===== config.mk =====
export PLATFORM = sky130hd
export DESIGN_NAME = chunk_pingpong_ctrl_flat
export DESIGN_NICKNAME = d
export VERILOG_FILES = /design/src/rtl/chunk_pingpong_ctrl_pkg.sv /design/src/rtl/chunk_pingpong_ctrl_if.sv /design/src/rtl/chunk_bank_state.sv /design/src/rtl/chunk_pingpong_ctrl.sv /design/src/flat_wrapper.sv
export SDC_FILE = /design/constraint.sdc
export NUM_CORES = 1
export LEC_CHECK = 0
export ABC_AREA = 1
export CORE_MARGIN = 2
export CORE_UTILIZATION = 43
export CTS_BUF_LIST = sky130_fd_sc_hd__clkbuf_8 sky130_fd_sc_hd__clkbuf_16
export DETAILED_ROUTE_END_ITERATION = 16
export GPL_TIMING_DRIVEN = 1
export PLACE_DENSITY = 0.73
export SLEW_MARGIN = 15
export SYNTH_ARGS = -nofsm -noshare
export SYNTH_HDL_FRONTEND = slang
export SYNTH_SLANG_ARGS = --single-unit

===== constraint.sdc =====
create_clock -name clk_i -period 2.5 [get_ports clk_i]
set_input_delay 0.375 -clock clk_i [delete_from_list [all_inputs] [get_ports clk_i]]
set_output_delay 0.375 -clock clk_i [all_outputs]
set_load 0.05 [all_outputs]

===== src/rtl/chunk_pingpong_ctrl_pkg.sv =====
// ---------------------------------------------------------------------------
// chunk_pingpong_ctrl_pkg
// Shared sizing and bank-state definitions for the Data_Chunk ping-pong
// sequencer and the compute-side controller that reads the same banks.
// ---------------------------------------------------------------------------
package chunk_pingpong_ctrl_pkg;

   localparam int BUS_SIZE        = 128;
   localparam int CHUNK_SIZE      = 512;
   localparam int PREFIX_SUM_SIZE = 64;

   // Beats (or segments) needed to cover one chunk at a given per-beat width.
   function automatic int cyc_num(input int chunk_size, input int beat_size);
      return chunk_size / beat_size;
   endfunction

   // Counter width that still works when a cycle count is 1.
   function automatic int cnt_width(input int n);
      return (n > 1) ? $clog2(n) : 1;
   endfunction

   localparam int WR_DAT_CYC_NUM = cyc_num(CHUNK_SIZE, BUS_SIZE);
   localparam int RD_DAT_CYC_NUM = cyc_num(CHUNK_SIZE, PREFIX_SUM_SIZE);
   localparam int WR_CNT_W       = cnt_width(WR_DAT_CYC_NUM);
   localparam int RD_CNT_W       = cnt_width(RD_DAT_CYC_NUM);

   typedef enum logic [1:0] {
      BANK_EMPTY = 2'd0,
      BANK_FILL  = 2'd1,
      BANK_FULL  = 2'd2
   } bank_state_e;

endpackage


===== src/rtl/chunk_pingpong_ctrl_if.sv =====
// ---------------------------------------------------------------------------
// chunk_pingpong_ctrl_if
// Loader-side write handshake and consumer-side read handshake of the
// ping-pong sequencer.
//   in_valid_i / in_ready_o      loader beat handshake
//   bank_wr_valid_o, wr_count_o  per-bank write strobe and beat index
//   rd_valid_o / rd_adv_i        consumer segment handshake
//   rd_bank_o, rd_sparsemap_addr_o, rd_last_o  read bank / segment select
// slave = the sequencer, master = loader/consumer side.
// ---------------------------------------------------------------------------
interface chunk_pingpong_ctrl_if;
   import chunk_pingpong_ctrl_pkg::*;

   logic                in_valid_i;
   logic                in_ready_o;
   logic [1:0]          bank_wr_valid_o;
   logic [WR_CNT_W-1:0] wr_count_o;
   logic                rd_valid_o;
   logic                rd_adv_i;
   logic                rd_bank_o;
   logic [RD_CNT_W-1:0] rd_sparsemap_addr_o;
   logic                rd_last_o;

   modport slave (
      input  in_valid_i, rd_adv_i,
      output in_ready_o, bank_wr_valid_o, wr_count_o,
             rd_valid_o, rd_bank_o, rd_sparsemap_addr_o, rd_last_o
   );

   modport master (
      output in_valid_i, rd_adv_i,
      input  in_ready_o, bank_wr_valid_o, wr_count_o,
             rd_valid_o, rd_bank_o, rd_sparsemap_addr_o, rd_last_o
   );

endinterface


===== src/rtl/chunk_bank_state.sv =====
// ---------------------------------------------------------------------------
// chunk_bank_state
// Fill/read status of one Data_Chunk bank.
//   clk_i, rst_ni   clock, async active-low reset
//   flush_i         synchronous return to EMPTY
//   beat_i          a write beat is accepted into this bank
//   fill_done_i     that beat is the last of the chunk
//   release_i       the last read segment of this bank was consumed
//   state_o         current bank state
//
// state      | meaning
// BANK_EMPTY | no valid data, writable
// BANK_FILL  | partially written, writable
// BANK_FULL  | complete chunk, readable, blocks writes
// ---------------------------------------------------------------------------
module chunk_bank_state
   import chunk_pingpong_ctrl_pkg::*;
(
   input  logic        clk_i,
   input  logic        rst_ni,
   input  logic        flush_i,
   input  logic        beat_i,
   input  logic        fill_done_i,
   input  logic        release_i,
   output bank_state_e state_o
);

   bank_state_e state_q, state_d;

   always_ff @(posedge clk_i or negedge rst_ni) begin
      if (!rst_ni) state_q <= BANK_EMPTY;
      else         state_q <= state_d;
   end

   always_comb begin
      state_d = state_q;
      if (flush_i) begin
         state_d = BANK_EMPTY;
      end else begin
         unique case (state_q)
            // fill_done can hit an EMPTY bank when a chunk is a single beat
            BANK_EMPTY: if (fill_done_i) state_d = BANK_FULL;
                        else if (beat_i) state_d = BANK_FILL;
            BANK_FILL:  if (fill_done_i) state_d = BANK_FULL;
            BANK_FULL:  if (release_i)   state_d = BANK_EMPTY;
            default:    state_d = BANK_EMPTY;
         endcase
      end
   end

   assign state_o = state_q;

endmodule


===== src/rtl/chunk_pingpong_ctrl.sv =====
// ---------------------------------------------------------------------------
// chunk_pingpong_ctrl
// Ping-pong sequencer for two Data_Chunk banks: fills one bank from the
// loader while the consumer walks the other bank segment by segment.
//   clk_i, rst_ni  clock, async active-low reset
//   flush_i        synchronous flush, overrides any beat/advance that cycle
//   bus            write/read handshake bundle (slave modport)
//   bank_full_o    per-bank FULL status
// ---------------------------------------------------------------------------
module chunk_pingpong_ctrl
   import chunk_pingpong_ctrl_pkg::*;
(
   input  logic                        clk_i,
   input  logic                        rst_ni,
   input  logic                        flush_i,
   chunk_pingpong_ctrl_if.slave        bus,
   output logic [1:0]                  bank_full_o
);

   logic                wr_bank_q, wr_bank_d;
   logic                rd_bank_q, rd_bank_d;
   logic [WR_CNT_W-1:0] wr_cnt_q,  wr_cnt_d;
   logic [RD_CNT_W-1:0] rd_cnt_q,  rd_cnt_d;

   bank_state_e bank_st [2];
   logic [1:0]  wr_sel, rd_sel;
   logic        beat, wr_last, rd_adv, rd_release;

   assign wr_sel = wr_bank_q ? 2'b10 : 2'b01;
   assign rd_sel = rd_bank_q ? 2'b10 : 2'b01;

   assign bus.in_ready_o = (bank_st[wr_bank_q] != BANK_FULL) && !flush_i;
   assign beat           = bus.in_valid_i && bus.in_ready_o;
   assign wr_last        = beat && (wr_cnt_q == WR_CNT_W'(WR_DAT_CYC_NUM - 1));

   assign bus.rd_valid_o = (bank_st[rd_bank_q] == BANK_FULL);
   assign rd_adv         = bus.rd_valid_o && bus.rd_adv_i;
   assign rd_release     = rd_adv && (rd_cnt_q == RD_CNT_W'(RD_DAT_CYC_NUM - 1));

   assign bus.bank_wr_valid_o     = beat ? wr_sel : 2'b00;
   assign bus.wr_count_o          = wr_cnt_q;
   assign bus.rd_bank_o           = rd_bank_q;
   assign bus.rd_sparsemap_addr_o = rd_cnt_q;
   assign bus.rd_last_o           = bus.rd_valid_o &&
                                    (rd_cnt_q == RD_CNT_W'(RD_DAT_CYC_NUM - 1));

   // Explicit compare-and-clear so non-power-of-2 cycle counts wrap correctly.
   always_comb begin
      wr_bank_d = wr_bank_q;
      rd_bank_d = rd_bank_q;
      wr_cnt_d  = wr_cnt_q;
      rd_cnt_d  = rd_cnt_q;
      if (flush_i) begin
         wr_bank_d = 1'b0;
         rd_bank_d = 1'b0;
         wr_cnt_d  = '0;
         rd_cnt_d  = '0;
      end else begin
         if (wr_last) begin
            wr_cnt_d  = '0;
            wr_bank_d = ~wr_bank_q;
         end else if (beat) begin
            wr_cnt_d  = wr_cnt_q + 1'b1;
         end
         if (rd_release) begin
            rd_cnt_d  = '0;
            rd_bank_d = ~rd_bank_q;
         end else if (rd_adv) begin
            rd_cnt_d  = rd_cnt_q + 1'b1;
         end
      end
   end

   always_ff @(posedge clk_i or negedge rst_ni) begin
      if (!rst_ni) begin
         wr_bank_q <= 1'b0;
         rd_bank_q <= 1'b0;
         wr_cnt_q  <= '0;
         rd_cnt_q  <= '0;
      end else begin
         wr_bank_q <= wr_bank_d;
         rd_bank_q <= rd_bank_d;
         wr_cnt_q  <= wr_cnt_d;
         rd_cnt_q  <= rd_cnt_d;
      end
   end

   chunk_bank_state u_bank0 (
      .clk_i       (clk_i),
      .rst_ni      (rst_ni),
      .flush_i     (flush_i),
      .beat_i      (beat && wr_sel[0]),
      .fill_done_i (wr_last && wr_sel[0]),
      .release_i   (rd_release && rd_sel[0]),
      .state_o     (bank_st[0])
   );

   chunk_bank_state u_bank1 (
      .clk_i       (clk_i),
      .rst_ni      (rst_ni),
      .flush_i     (flush_i),
      .beat_i      (beat && wr_sel[1]),
      .fill_done_i (wr_last && wr_sel[1]),
      .release_i   (rd_release && rd_sel[1]),
      .state_o     (bank_st[1])
   );

   assign bank_full_o = {bank_st[1] == BANK_FULL, bank_st[0] == BANK_FULL};

endmodule


===== src/flat_wrapper.sv =====
// flat-port wrapper written by rule: the top's interface ports become plain ports
module chunk_pingpong_ctrl_flat import chunk_pingpong_ctrl_pkg::*;
  (clk_i, rst_ni, flush_i, bank_full_o, bus_in_valid_i, bus_rd_adv_i, bus_in_ready_o, bus_bank_wr_valid_o, bus_wr_count_o, bus_rd_valid_o, bus_rd_bank_o, bus_rd_sparsemap_addr_o, bus_rd_last_o);
  chunk_pingpong_ctrl_if bus_i ();
  input  logic clk_i;
  input  logic rst_ni;
  input  logic flush_i;
  output logic [1:0] bank_full_o;
  input wire logic [$bits(bus_i.in_valid_i)-1:0] bus_in_valid_i;
  input wire logic [$bits(bus_i.rd_adv_i)-1:0] bus_rd_adv_i;
  output wire logic [$bits(bus_i.in_ready_o)-1:0] bus_in_ready_o;
  output wire logic [$bits(bus_i.bank_wr_valid_o)-1:0] bus_bank_wr_valid_o;
  output wire logic [$bits(bus_i.wr_count_o)-1:0] bus_wr_count_o;
  output wire logic [$bits(bus_i.rd_valid_o)-1:0] bus_rd_valid_o;
  output wire logic [$bits(bus_i.rd_bank_o)-1:0] bus_rd_bank_o;
  output wire logic [$bits(bus_i.rd_sparsemap_addr_o)-1:0] bus_rd_sparsemap_addr_o;
  output wire logic [$bits(bus_i.rd_last_o)-1:0] bus_rd_last_o;
  assign bus_i.in_valid_i = bus_in_valid_i;
  assign bus_i.rd_adv_i = bus_rd_adv_i;
  assign bus_in_ready_o = bus_i.in_ready_o;
  assign bus_bank_wr_valid_o = bus_i.bank_wr_valid_o;
  assign bus_wr_count_o = bus_i.wr_count_o;
  assign bus_rd_valid_o = bus_i.rd_valid_o;
  assign bus_rd_bank_o = bus_i.rd_bank_o;
  assign bus_rd_sparsemap_addr_o = bus_i.rd_sparsemap_addr_o;
  assign bus_rd_last_o = bus_i.rd_last_o;
  chunk_pingpong_ctrl u_core (.clk_i(clk_i), .rst_ni(rst_ni), .flush_i(flush_i), .bus(bus_i), .bank_full_o(bank_full_o));
endmodule

==> results of run 1 <==
worst reg2reg max path: stages (launching register included):
cell and delay [ns]:
dfrtp_1 0.40, ha_1 0.21, ha_1 0.21, nand4_1 0.12, nand2_1 0.06, nand2_1 0.06, nand2_1 0.07, nand3_1 0.07
nand2_1 0.06
per-stage QoR:
| stage | std cells | area (um2) |
|---|---|---|
| floorplan | 90 | 692 |
| global placement | 123 | 916 |
| detailed placement | 123 | 916 |
| CTS | 127 | 962 |
| global route | 127 | 965 |
| finish | 127 | 965 |
flip-flops by register name (all words and copies together) (netlist names):
| name | cells |
|---|---|
| u_core.bus.rd_sparsemap_addr_o | 3 |
| u_core.bus.wr_count_o | 2 |
| u_core.u_bank0.state_o | 2 |
| u_core.u_bank1.state_o | 2 |
| u_core.bus.rd_bank_o | 1 |
| u_core.wr_bank_q | 1 |
kinds of logic (layout without fill, tap and decap cells):
group	Yosys count	after routing
AOI/OAI and AO/OA	10	10
adders and majority gates	3	3
buffers and inverters	13	34
DFF	11	11
and+or+nand+nor	53	53
layer usage:
| metal | GRT usage [%] | share of wire (%) | vias up |
|---|---|---|---|
| met3 | 6.67 | 3.3 | 2 |
| met1 | 23.3 | 45 | 309 |
| met2 | 28.8 | 51 | 9 |
| met4 | 5.45 | 0.83 | 0 |
| li1 | - | - | 337 |
| met5 | 0 | 0 | - |
cell usage after synthesis (all sizes together):
cell	n	area (um2)
nand2	26	115
nor2	13	66.3
dfrtp	11	275
inv	11	41.3
nand3	6	30.0
nand4	6	43.8
a21oi	4	23.8
o21ai	4	20.0
ha	3	37.5
a22o	1	8.76
clkbuf	1	3.75
clkinv	1	3.75
nor3	1	5.00
o21bai	1	7.51
or2	1	6.26
power breakdown:
part | internal, mW | switching, mW | leakage [nW]
Clock | 0.110 | 0.0692 | 0.0255
Sequential | 0.187 | 0.0103 | 0.152
Combinational | 0.0548 | 0.0930 | 0.293
final cells by class:
type                    instances  share of cell area (%)
flip-flops and latches         11                    28.5
clock inverters                 1                   0.519
inverters                      12                    4.67
repair buffers                 18                    21.8
clock buffers                   3                    4.28
multi-input cells              66                    38.1
well taps                      16                    2.08
worst min path at each step:
stage	to	slack (ns)	cells after the start
after floorplan	u_core.bus.rd_bank_o$_DFFE_PN0P_	0.08	0
after global placement	u_core.bus.rd_sparsemap_addr_o[0]$_DFFE_PN0P_	0.49	1
after detailed placement	u_core.bus.rd_sparsemap_addr_o[0]$_DFFE_PN0P_	0.50	1
after CTS	u_core.bus.rd_bank_o$_DFFE_PN0P_	0.49	1
after global routing	u_core.bus.rd_bank_o$_DFFE_PN0P_	0.53	1
final	u_core.bus.rd_bank_o$_DFFE_PN0P_	0.48	1
repair_timing:
action                                  CTS  global route
hold buffers                              0             0
endpoints found under the setup margin    0             1
gates resized for setup                   0             1
==> run metrics, run 1 <==
worst rel slew slack=64.5%; Worst Setup End Kind=output pin; fin crit share=92.3%; root buf cell=clkbuf_8; Max VDD drop=0.000537 V; routability cong.=0.816; Total Routing Usage GR=18.2%; pwr dens=543 nW/um2; core box area=1510 um2; Initial Util=45.7%; via count=657; Die Width=44.0 um; Routed Antenna Nets=0; Cells after Synth=90; Fmax=0.433 GHz; H-Tree Level Count=1; WL final=1560 um; largest net degree at the start of global routing=12; clock skew=0.00457 ns; Worst Path Arrival=1.93 ns; min cycle time layout=2.31 ns; clock tree buffer depth=2; worst hold path class=input pin to async pin; Yosys Warn Count=0; area fraction in compound gates after synthesis=8.73%; r2r endpoint=u_core.u_bank0.state_o[1]$_DFFE_PN0P_; simple-gate share of the synthesized area=38.7%; total die area=1940 um2; crit path max fanout=7; fin. max-slew vios=0; critical path depth in cells=4; fin nets=120; Slew @ Worst Pin=0.530 ns; Worst R2R Setup Slack=1.13 ns; max-cap violation count=0; DRT Pass-1 Iters=4; Worst Slack Setup Final=0.192 ns; FF-to-FF Start=u_core.bus.rd_sparsemap_addr_o[0]$_DFFE_PN0P_; largest family of logic cells by synthesized area=simple AND/OR/NAND/NOR gates; Pwr Total=0.524 mW; Crit path required time=2.12 ns; Seq. cell area=275 um2; syn_nets=98; post-DP HPWL=1210 um; final hold vios=0; ant diodes=0; FILL cells=134; global route total overflow=0; slowest stage delay, CP=0.81 ns; Worst-Skew Late Latency=0.24 ns; leak pwr=0.470 nW; Vias per Instance=5.17; final hold slack=0.485 ns; setup violators final=0; critical path type=register to output pin; Setup crit end=bus_rd_valid_o; Post-Synth XOR/XNOR Area=0%; Starting DRT DRC Count=5; CP most frequent cell=nand2_2; Boundary Pins=18; Synth cell types=22; CP top delay family=buffers and inverters; commonest non-fill, non-tap cells in the layout=nand2_1 (21), clkdlybuf4s50_1 (13), dfrtp_1 (11); clock-pin slew on the worst setup and hold paths=0.05 ns; post-CTS setup buffers=0; most common cell after layout, fill and taps aside=nand2_1; IO Port Bufs=17; pre-CTS worst setup slack=0.369 ns; synthesized flop and latch total=11; worst path cell trace=nor2_2 -> nand2_2 -> nand2_2 -> clkdlybuf4s50_1; multiplexer area fraction after synthesis=0%; CTS Buf Count=3; critical path startpoint=u_core.u_bank0.state_o[0]$_DFFE_PN0P_; unrepaired setup endpoints after global routing=false; first-pass GRT wire length=2520 um; row cnt=14; WL per Instance=12.3 um; utilization after layout=64.0%; Avg Cell Area, Syn=7.65 um2; area of the multi-input gates=368 um2; CTS tree=built; # DRC=0; WP buf/inv=1; Cell Area, Synth=688 um2; Crit-path slowest cell=clkdlybuf4s50_1; share of layout cells above drive strength 1=20.7%; initial antenna violation count=0; adder-cell share of the synthesized area=5.45%; outcome=complete, no violations; area delta synth->final=40.2%; Die Y=44.0 um; setup_tns=0 ns; Seq/Total Area, Yosys=40.0%; Worst setup SP type=register; CTS Sinks=11; vias in the first global route=608; worst reg2reg path depth=8
Note: power is estimated with default switching activity, not from simulation.
==> inputs of run 2 (changes only) <==
--- a/config.mk
+++ b/config.mk
@@ -11,6 +11,7 @@
 export CTS_BUF_LIST = sky130_fd_sc_hd__clkbuf_8 sky130_fd_sc_hd__clkbuf_16
 export DETAILED_ROUTE_END_ITERATION = 16
 export GPL_TIMING_DRIVEN = 1
+export MAX_ROUTING_LAYER = met4
 export PLACE_DENSITY = 0.73
 export SLEW_MARGIN = 15
 export SYNTH_ARGS = -nofsm -noshare
==> results of run 2 <==
Same layout as run 1: the final DEF is identical, and so are final timing and power.
Among the figures that moved: final weighted congestion in routability-driven placement 0.816 -> 0.828; overall routing resource usage 18.2% -> 18.8%
==> inputs of run 3 (changes only) <==
--- a/config.mk
+++ b/config.mk
@@ -10,7 +10,6 @@
 export CORE_UTILIZATION = 43
 export CTS_BUF_LIST = sky130_fd_sc_hd__clkbuf_8 sky130_fd_sc_hd__clkbuf_16
 export DETAILED_ROUTE_END_ITERATION = 16
-export GPL_TIMING_DRIVEN = 1
 export MAX_ROUTING_LAYER = met4
 export PLACE_DENSITY = 0.73
 export SLEW_MARGIN = 15
==> results of run 3 <==
Same layout as run 1: the final DEF is identical, and so are final timing and power.
Among the figures that moved: final weighted congestion in routability-driven placement 0.816 -> 0.828; overall routing resource usage 18.2% -> 18.8%
